`config.mk`:
```
export PLATFORM = sky130hd
export DESIGN_NAME = seg7_scan_ctrl
export DESIGN_NICKNAME = d
export VERILOG_FILES = /design/src/rtl/seg7_scan_ctrl.sv
export SDC_FILE = /design/constraint.sdc
export NUM_CORES = 1
export LEC_CHECK = 0
export CORE_MARGIN = 3
export CORE_UTILIZATION = 45
export CTS_BUF_LIST = sky130_fd_sc_hd__clkbuf_8 sky130_fd_sc_hd__clkbuf_16
export DETAILED_ROUTE_END_ITERATION = 16
export PLACE_DENSITY_LB_ADDON = 0.25
export SETUP_SLACK_MARGIN = 0.5
export SLEW_MARGIN = 5
export SYNTH_ARGS = -nofsm -noshare
export SYNTH_HDL_FRONTEND = slang
export SYNTH_SLANG_ARGS = --single-unit
```
`constraint.sdc`:
```
create_clock -name Clk -period 4.04 [get_ports Clk]
set_input_delay 0.404 -clock Clk [delete_from_list [all_inputs] [get_ports Clk]]
set_output_delay 0.404 -clock Clk [all_outputs]
set_load 0.02 [all_outputs]
```
`src/rtl/seg7_scan_ctrl.sv`:
```
// Multiplexed common-anode 7-segment scanner.
// Lights one digit at a time for DWELL_CYC cycles and puts BLANK_CYC all-off
// cycles between digits. Each digit is hex-decoded or raw, with its own
// decimal point and blink control. All outputs come straight from flops.
module seg7_scan_ctrl #(
    parameter int N_DIGITS  = 4,
    parameter int DWELL_CYC = 50000,
    parameter int BLANK_CYC = 500,
    parameter int BLINK_DIV = 25
) (
    input  logic                  Clk,
    input  logic                  Reset_n,
    input  logic                  Enable,
    input  logic [4*N_DIGITS-1:0] Hex_in,
    input  logic [8*N_DIGITS-1:0] Raw_in,
    input  logic [N_DIGITS-1:0]   Raw_mode,
    input  logic [N_DIGITS-1:0]   Dp_in,
    input  logic [N_DIGITS-1:0]   Blink_en,
    output logic [N_DIGITS-1:0]   Digit_n,
    output logic [7:0]            Seg_n,
    output logic                  Frame_tick
);

    localparam int IDX_W   = (N_DIGITS > 1) ? $clog2(N_DIGITS) : 1;
    localparam int CNT_MAX = (DWELL_CYC > BLANK_CYC) ? DWELL_CYC : BLANK_CYC;
    localparam int CNT_W   = $clog2(CNT_MAX + 1);
    localparam int FRM_W   = $clog2(BLINK_DIV + 1);

    localparam logic [IDX_W-1:0] IDX_LAST   = IDX_W'(N_DIGITS - 1);
    localparam logic [CNT_W-1:0] DWELL_LAST = CNT_W'(DWELL_CYC - 1);
    localparam logic [CNT_W-1:0] BLANK_LAST = CNT_W'((BLANK_CYC > 0) ? BLANK_CYC - 1 : 0);
    localparam logic [FRM_W-1:0] FRM_LAST   = FRM_W'(BLINK_DIV - 1);
    localparam bit               NO_BLANK   = (BLANK_CYC == 0);

    typedef enum logic {
        ST_BLANK   = 1'b0,
        ST_DISPLAY = 1'b1
    } state_t;

    state_t             state_q, state_d;
    logic [CNT_W-1:0]   cnt_q, cnt_d;
    logic [IDX_W-1:0]   idx_q, idx_d;
    logic [FRM_W-1:0]   frame_cnt_q, frame_cnt_d;
    logic               blink_phase_q, blink_phase_d;
    logic [N_DIGITS-1:0] digit_n_q, digit_n_d;
    logic [7:0]         seg_n_q, seg_n_d;
    logic               frame_tick_q, frame_tick_d;

    // Control strobes from the sequencer to the output stage.
    logic               load;     // entering DISPLAY: capture digit idx_d
    logic               go_dark;  // entering BLANK or disabled: all off

    // Digit fields selected by the index of the digit about to be shown.
    logic [3:0]         hex_sel;
    logic [7:0]         raw_sel;
    logic               raw_mode_sel;
    logic               dp_sel;
    logic               blink_sel;

    // Active-high gfedcba pattern for one hex nibble.
    function automatic logic [6:0] hex7(input logic [3:0] nib);
        logic [6:0] pat;
        case (nib)
            4'h0:    pat = 7'h3F;
            4'h1:    pat = 7'h06;
            4'h2:    pat = 7'h5B;
            4'h3:    pat = 7'h4F;
            4'h4:    pat = 7'h66;
            4'h5:    pat = 7'h6D;
            4'h6:    pat = 7'h7D;
            4'h7:    pat = 7'h07;
            4'h8:    pat = 7'h7F;
            4'h9:    pat = 7'h6F;
            4'hA:    pat = 7'h77;
            4'hB:    pat = 7'h7C;
            4'hC:    pat = 7'h39;
            4'hD:    pat = 7'h5E;
            4'hE:    pat = 7'h79;
            default: pat = 7'h71;
        endcase
        return pat;
    endfunction

    // Sequencer: BLANK/DISPLAY timing, digit index, frame and blink phase.
    always_comb begin
        // NOTE: every variable gets a default before any branch so no latch is inferred.
        state_d       = state_q;
        cnt_d         = cnt_q;
        idx_d         = idx_q;
        frame_cnt_d   = frame_cnt_q;
        blink_phase_d = blink_phase_q;
        frame_tick_d  = 1'b0;
        load          = 1'b0;
        go_dark       = 1'b0;

        if (!Enable) begin
            // Park in BLANK so re-enabling always starts with a full gap.
            state_d = ST_BLANK;
            cnt_d   = '0;
            go_dark = 1'b1;
        end else begin
            unique case (state_q)
                ST_BLANK: begin
                    if (NO_BLANK || cnt_q == BLANK_LAST) begin
                        state_d = ST_DISPLAY;
                        cnt_d   = '0;
                        load    = 1'b1;
                    end else begin
                        cnt_d = cnt_q + 1'b1;
                    end
                end
                ST_DISPLAY: begin
                    if (cnt_q == DWELL_LAST) begin
                        cnt_d = '0;
                        if (idx_q == IDX_LAST) begin
                            idx_d        = '0;
                            frame_tick_d = 1'b1;
                            if (frame_cnt_q == FRM_LAST) begin
                                frame_cnt_d   = '0;
                                blink_phase_d = ~blink_phase_q;
                            end else begin
                                frame_cnt_d = frame_cnt_q + 1'b1;
                            end
                        end else begin
                            idx_d = idx_q + 1'b1;
                        end
                        if (NO_BLANK) begin
                            load = 1'b1;
                        end else begin
                            state_d = ST_BLANK;
                            go_dark = 1'b1;
                        end
                    end else begin
                        cnt_d = cnt_q + 1'b1;
                    end
                end
                default: ;
            endcase
        end
    end

    // Output stage: pick the next digit's fields and capture them on DISPLAY entry.
    always_comb begin
        hex_sel      = '0;
        raw_sel      = '0;
        raw_mode_sel = 1'b0;
        dp_sel       = 1'b0;
        blink_sel    = 1'b0;
        for (int i = 0; i < N_DIGITS; i++) begin
            if (idx_d == IDX_W'(i)) begin
                hex_sel      = Hex_in[4*i +: 4];
                raw_sel      = Raw_in[8*i +: 8];
                raw_mode_sel = Raw_mode[i];
                dp_sel       = Dp_in[i];
                blink_sel    = Blink_en[i];
            end
        end

        // Hold the captured image for the whole dwell.
        digit_n_d = digit_n_q;
        seg_n_d   = seg_n_q;
        if (go_dark) begin
            digit_n_d = '1;
            seg_n_d   = 8'hFF;
        end else if (load) begin
            if (blink_sel && blink_phase_d) begin
                // Blinked-off slot keeps its timing but shows nothing.
                digit_n_d = '1;
                seg_n_d   = 8'hFF;
            end else begin
                digit_n_d = ~(N_DIGITS'(1) << idx_d);
                seg_n_d   = raw_mode_sel ? ~raw_sel : ~{dp_sel, hex7(hex_sel)};
            end
        end
    end

    // State and output registers with synchronous active-low reset.
    always_ff @(posedge Clk) begin
        if (!Reset_n) begin
            state_q       <= ST_BLANK;
            cnt_q         <= '0;
            idx_q         <= '0;
            frame_cnt_q   <= '0;
            blink_phase_q <= 1'b0;
            digit_n_q     <= '1;
            seg_n_q       <= 8'hFF;
            frame_tick_q  <= 1'b0;
        end else begin
            // NOTE: non-blocking so every flop updates from pre-edge values.
            state_q       <= state_d;
            cnt_q         <= cnt_d;
            idx_q         <= idx_d;
            frame_cnt_q   <= frame_cnt_d;
            blink_phase_q <= blink_phase_d;
            digit_n_q     <= digit_n_d;
            seg_n_q       <= seg_n_d;
            frame_tick_q  <= frame_tick_d;
        end
    end

    assign Digit_n    = digit_n_q;
    assign Seg_n      = seg_n_q;
    assign Frame_tick = frame_tick_q;

endmodule

```
# Word level (Yosys, flattened, before mapping)

Memory sizes are Yosys's and may differ from the RTL's.
Cells that the tools add are included.

Bitwise operators: 6
Shift-type cells: 1
Mux-type cells: 48
$add $sub $neg: 3
Reductions and logical operators: 6
Equality and inequality tests: 7

Operators by type and width:

| kind                                             | count |
|---|---|
| 2-to-1 mux 8 bit                                 | 6 |
| 2-to-1 mux 16 bit                                | 2 |
| case mux 16 bit (2 select lines)                 | 1 |
| 2-to-1 mux 1 bit                                 | 25 |
| 2-to-1 mux 7 bit                                 | 3 |
| 2-to-1 mux 4 bit                                 | 5 |
| adder 16 x 1 -> 16 bit (second input constant)   | 1 |
| == test 16 bit (second input constant)           | 1 |
| == test 16 x 9 -> 1 bit (second input constant)  | 1 |
| inverter 8 bit                                   | 2 |
| 2-to-1 mux 2 bit                                 | 4 |
| AND reduction 4 bit                              | 2 |
| == test 2 bit (second input constant)            | 3 |
| adder 5 x 1 -> 5 bit (second input constant)     | 1 |
| == test 5 bit (second input constant)            | 1 |
| 2-to-1 mux 5 bit                                 | 1 |
| inverter 4 bit                                   | 1 |
| << shifter 1 x 2 -> 4 bit (first input constant) | 1 |
| inverter 1 bit                                   | 3 |
| adder 2 x 1 -> 2 bit (second input constant)     | 1 |
| == test 2 x 1 -> 1 bit (second input constant)   | 1 |
| zero test 2 bit                                  | 1 |
| case mux 1 bit (2 select lines)                  | 1 |
| AND reduction 2 bit                              | 1 |
| other kinds (2)                                  | 2 |

Flip-flop bits (word level): 38
Bits of input ports: 63
Memory bits (read-only): 112
Memories kept: 1
Logic and storage cells: 80
Output and inout bits: 13

Memories:

| memory           | depth | bits a word | rd ports | clocked after memory_dff | write ports | line | source |
|---|---|---|---|---|---|---|---|
| (name not given) | 16    | 7           | 1        | 0                        | 0           | 63   | `case (nib)` |

# Logic depth before layout (Yosys ltp)

Depth in word-level cells: 17
Depth in mapped cells: 15
Depth with buffers taken out: 13

# Worst setup path before layout

Ideal clock, no wire load.

Path type: register -> register
Start point: register cnt_q[0]
End point: register seg_n_q[0] (netlist: Seg_n[0])
Required time: 3.919 ns
Setup slack: 0.608 ns
Stages on the path, launching flop included: 15
Arrival time: 3.311 ns
Clock period less this slack: 3.432 ns
Path buffers: 2
Cells stage by stage: dfxtp_1 > ha_1 > nand3_1 > nor4_4 > and3_1 > or2_1 > clkbuf_1 > buf_2 > mux2i_1 > mux2i_1 > ha_1 > or3b_2 > o211ai_1 > a2111oi_2 > o21bai_1

Word-level cells in the longest chain between the ends: 16

RTL lines:

| element                       | line | source |
|---|---|---|
| from (decl)                   | 41   | `logic [CNT_W-1:0] cnt_q, cnt_d;` |
| from (signal assigned)        | 191  | `cnt_q <= cnt_d;` |
| == test 16 bit                | 113  | `if (cnt_q == DWELL_LAST) begin` |
| 2-to-1 mux 2 bit              | 113  |  |
| 2-to-1 mux 2 bit              | 102  | `unique case (state_q)` |
| 2-to-1 mux 2 bit              | 96   | `if (!Enable) begin` |
| zero test 2 bit               | 150  | `if (idx_d == IDX_W'(i)) begin` |
| 2-to-1 mux 4 bit (4 in a row) | 150  |  |
| memory read (16 x 7 bit)      | --   |  |
| 2-to-1 mux 7 bit              | 166  | `if (blink_sel && blink_phase_d) begin` |
| 2-to-1 mux 7 bit              | 165  | `end else if (load) begin` |
| 2-to-1 mux 7 bit              | 162  | `if (go_dark) begin` |
| inverter 8 bit                | 172  | `seg_n_d = raw_mode_sel ? ~raw_sel : ~{dp_sel, hex7(hex_sel)};` |
| 2-to-1 mux 8 bit              | 172  |  |
| 2-to-1 mux 8 bit              | 166  |  |
| to (signal assigned)          | 196  | `seg_n_q <= seg_n_d;` |
| to (decl)                     | 46   | `logic [7:0] seg_n_q, seg_n_d;` |

Parallel ways exist; a longest one is shown, timed or not. The select of a mux whose other input is x is not followed.
A chain may end at the register's enable or synchronous reset.

# Final worst setup path

Start point: register cnt_q[7]
End point: register seg_n_q[6] (netlist: Seg_n[6])

The elaborated chain is that of the path after synthesis.

==> impl_metrics.env <==
export IMPL_outcome="completed"
export IMPL_relSlewSlack_pct=50.8
export IMPL_cts_num_sinks=38
export IMPL_syn_avg_cell_area_um2=7.98
export IMPL_setup_tns_final_ns=0
export IMPL_design_core_area_um2=5570
export IMPL_timing_hold_worst_path_depth=1
export IMPL_finalHoldViolCount=0
export IMPL_p_leak_nw=1.38
export IMPL_max_clock_path_buffers=2
export IMPL_r2r_slack_ns=0.62
export IMPL_dp_cells=471
export IMPL_grt_pass1_vias=2583
export IMPL_drive_above_1_share_pct=12.1
export IMPL_total_power_mw=0.786
export IMPL_netlist_cell_type_count=59
export IMPL_synth_edf_count=0
export IMPL_drt_initial_drc_count=157
export IMPL_synth_top_area_share_pct=29.1
export IMPL_die_h_um=82.3
export IMPL_fin_util_pct=65.4
export IMPL_critPathMaxStageDelay_ns=0.57
export IMPL_multi_input_area_um2=1780
export IMPL_r2r_end="Seg_n[6]$_SDFFE_PP1P_"
export IMPL_critPathMaxFanout=6
export IMPL_rsz0062_at_grt="false"
export IMPL_min_from="cnt_q[0]$_SDFF_PN0_"
export IMPL_hold_buffers=0
export IMPL_synthTopCellsByArea="dfxtp_1 (29%), nand2_1 (6.6%), mux2i_1 (6.5%)"
export IMPL_finalSetupViolCount=0
export IMPL_dp_hpwl_um=5490
export IMPL_numPortBuffers=75
export IMPL_track_usage_pct=21.8
export IMPL_hold_path_class="reg2reg"
export IMPL_dr_pass1_iters=4
export IMPL_ant_nets=0
export IMPL_antenna_found_initial=0
export IMPL_synth_nets=401
export IMPL_required_ns=4.22
export IMPL_syn_area_um2=2620
export IMPL_finalNonFillerCells=486
export IMPL_ir_drop_mv=0.161
export IMPL_cap_violations=0
export IMPL_overflow=0
export IMPL_area_growth_synth_to_final_pct=39.3
export IMPL_worst_pin_slew_ns=0.738
export IMPL_place_gp_congestion=0.902
export IMPL_num_rows=27
export IMPL_seqCellArea_um2=762
export IMPL_grt_pass1_wl_um=11500
export IMPL_nFillCells=516
export IMPL_fin_skew_ns=0.00805
export IMPL_initial_core_util_pct=47.0
export IMPL_fin_nets=486
export IMPL_yosys_area_top_type="dfxtp_1"
export IMPL_vias_per_cell=5.54
export IMPL_cts_made_buffers=5
export IMPL_crit_chain="or4b_4 -> or3_4 -> or4_1 -> mux2i_1 -> o21ai_2 -> mux2i_4 -> mux2_2 -> a311oi_1 -> a21oi_1"
export IMPL_place_ws_ns=0.247
export IMPL_timing_final_crit_share_pct=84.6
export IMPL_r2r_start="cnt_q[7]$_SDFF_PN0_"
export IMPL_ys_ff_latch=38
export IMPL_final_cell_mix="clkdlybuf4s50_1 (75), nand2_1 (46), dfxtp_1 (37), nor2_1 (37), nand3_1 (19)"
export IMPL_p_per_area_nw_per_um2=216
export IMPL_num_vias=2691
export IMPL_cp_start_kind="register"
export IMPL_grt_max_degree=19
export IMPL_report_final_slew_viol_count=0
export IMPL_holdPathEnd="cnt_q[0]$_SDFF_PN0_"
export IMPL_synth_cells=328
export IMPL_drcViolationCount=0
export IMPL_clkLatencyLatePin_ns=0.29
export IMPL_die_x_um=82.3
export IMPL_post_drt_wl_per_cell_um=14.9
export IMPL_cts_root_buffer="clkbuf_8"
export IMPL_worstSetupEndpointType="register"
export IMPL_ys_seq_area_share_pct=29.1
export IMPL_cp_top_family="simple AND/OR/NAND/NOR gates"
export IMPL_fp_dieArea_um2=6770
export IMPL_cp_depth=9
export IMPL_final_common_cell="clkdlybuf4s50_1"
export IMPL_cts_tree="built"
export IMPL_ctsHtreeMaxLevel=2
export IMPL_ios=76
export IMPL_antennaDiodeCount=0
export IMPL_cp_slowest_cell="or4b_4"
export IMPL_ys_async_sr_fraction_pct=0
export IMPL_wirelength_um=7230
export IMPL_dominantRegCellSynth="dfxtp_1"
export IMPL_yosys_warnings=0
export IMPL_cp_arrival_ns=3.60
export IMPL_critical_path_class="reg2reg"
export IMPL_cts_clk_slew_worst_paths_ns=0.08
export IMPL_r2r_cells=9
export IMPL_min_period_ns=3.42
export IMPL_fin_ws_ns=0.621
export IMPL_max_freq_mhz=293
export IMPL_cp_num_buf_inv=0
layout make-up:
class	instances	area share, %
tap	72	2.47
clock buffer	6	2.26
clock inverter	2	0.343
sequential	38	20.9
multi-input combinational	265	48.9
timing repair buffer	91	23.9
inverter	12	1.24
worst reg2reg max path, stage by stage (launching register included):
cell and delay (ns):
dfxtp_1 0.36, or4b_4 0.57, or3_4 0.40, or4_1 0.57, mux2i_1 0.26, o21ai_2 0.12
mux2i_4 0.25, mux2_2 0.37, a311oi_1 0.31, a21oi_1 0.11
how the worst max path moves through the flow:
stage	start	end	slack, ns
after floorplan	cnt_q[0]$_SDFF_PN0_	Seg_n[0]$_SDFFE_PP1P_	0.61
after global placement	cnt_q[0]$_SDFF_PN0_	Seg_n[0]$_SDFFE_PP1P_	0.45
after detailed placement	cnt_q[0]$_SDFF_PN0_	Seg_n[0]$_SDFFE_PP1P_	0.25
after CTS	cnt_q[14]$_SDFF_PN0_	Seg_n[0]$_SDFFE_PP1P_	0.47
after global routing	cnt_q[7]$_SDFF_PN0_	Seg_n[3]$_SDFFE_PP1P_	0.48
final	cnt_q[7]$_SDFF_PN0_	Seg_n[6]$_SDFFE_PP1P_	0.62
state kept, by name (all words and copies together) (netlist names):
signal and cells:
Digit_n 4, idx_q 2, Frame_tick 1, frame_cnt_q 5, state_q 1, cnt_q 16
Seg_n 8, blink_phase_q 1
power by group:
group	total [mW]	switching (mW)	leakage (nW)	internal, mW
clock network	0.276	0.139	0.0472	0.137
logic	0.134	0.0519	1.02	0.0821
registers	0.376	0.000893	0.307	0.375
cells in the mapped netlist, types with 4 or more instances:
master	instances
a21oi_1	12
o21ai_0	8
nand2b_1	4
inv_1	12
mux2_2	4
nand2_1	46
nor2b_1	5
mux2i_1	17
dfxtp_1	38
a31oi_1	6
xor2_1	14
clkbuf_1	9
nand3_1	20
xnor2_1	7
nor4_1	5
and3_1	5
ha_1	10
nor2_1	38
nand4_1	7
a211oi_1	4
per-stage QoR:
stage | hold WS (ns) | instance area, µm²
after floorplan | 0.430 | 2620
after global placement | 0.446 | 3470
after detailed placement | 0.457 | 3470
after CTS | 0.475 | 3610
after global routing | 0.499 | 3650
final | 0.469 | 3650
logic make-up (layout without fill, tap and decap cells):
logic type | count (synthesis) | in the layout | synth area share (%)
compound gates | 59 | 59 | 15.9
fa+ha+maj | 10 | 10 | 4.78
simple gates | 153 | 153 | 30.2
buf+inv | 25 | 111 | 4.01
flops | 38 | 38 | 29.1
mux | 22 | 22 | 9.08
xor+xnor | 21 | 21 | 7.03
layer usage:
metal | share of wire, % | global-route usage [%]
met5 | 0 | 0
met4 | 1.1 | 6.15
met3 | 7.8 | 5.53
met2 | 46 | 36.3
met1 | 45 | 27.7
repair_timing:
action | in CTS | in global routing
pin swaps | 1 | 1
resized for setup | 1 | 12
endpoints found under the hold margin | 0 | 0
setup buffers | 6 | 1
setup endpoints to repair | 3 | 7
(Power assumes the default switching activity.)
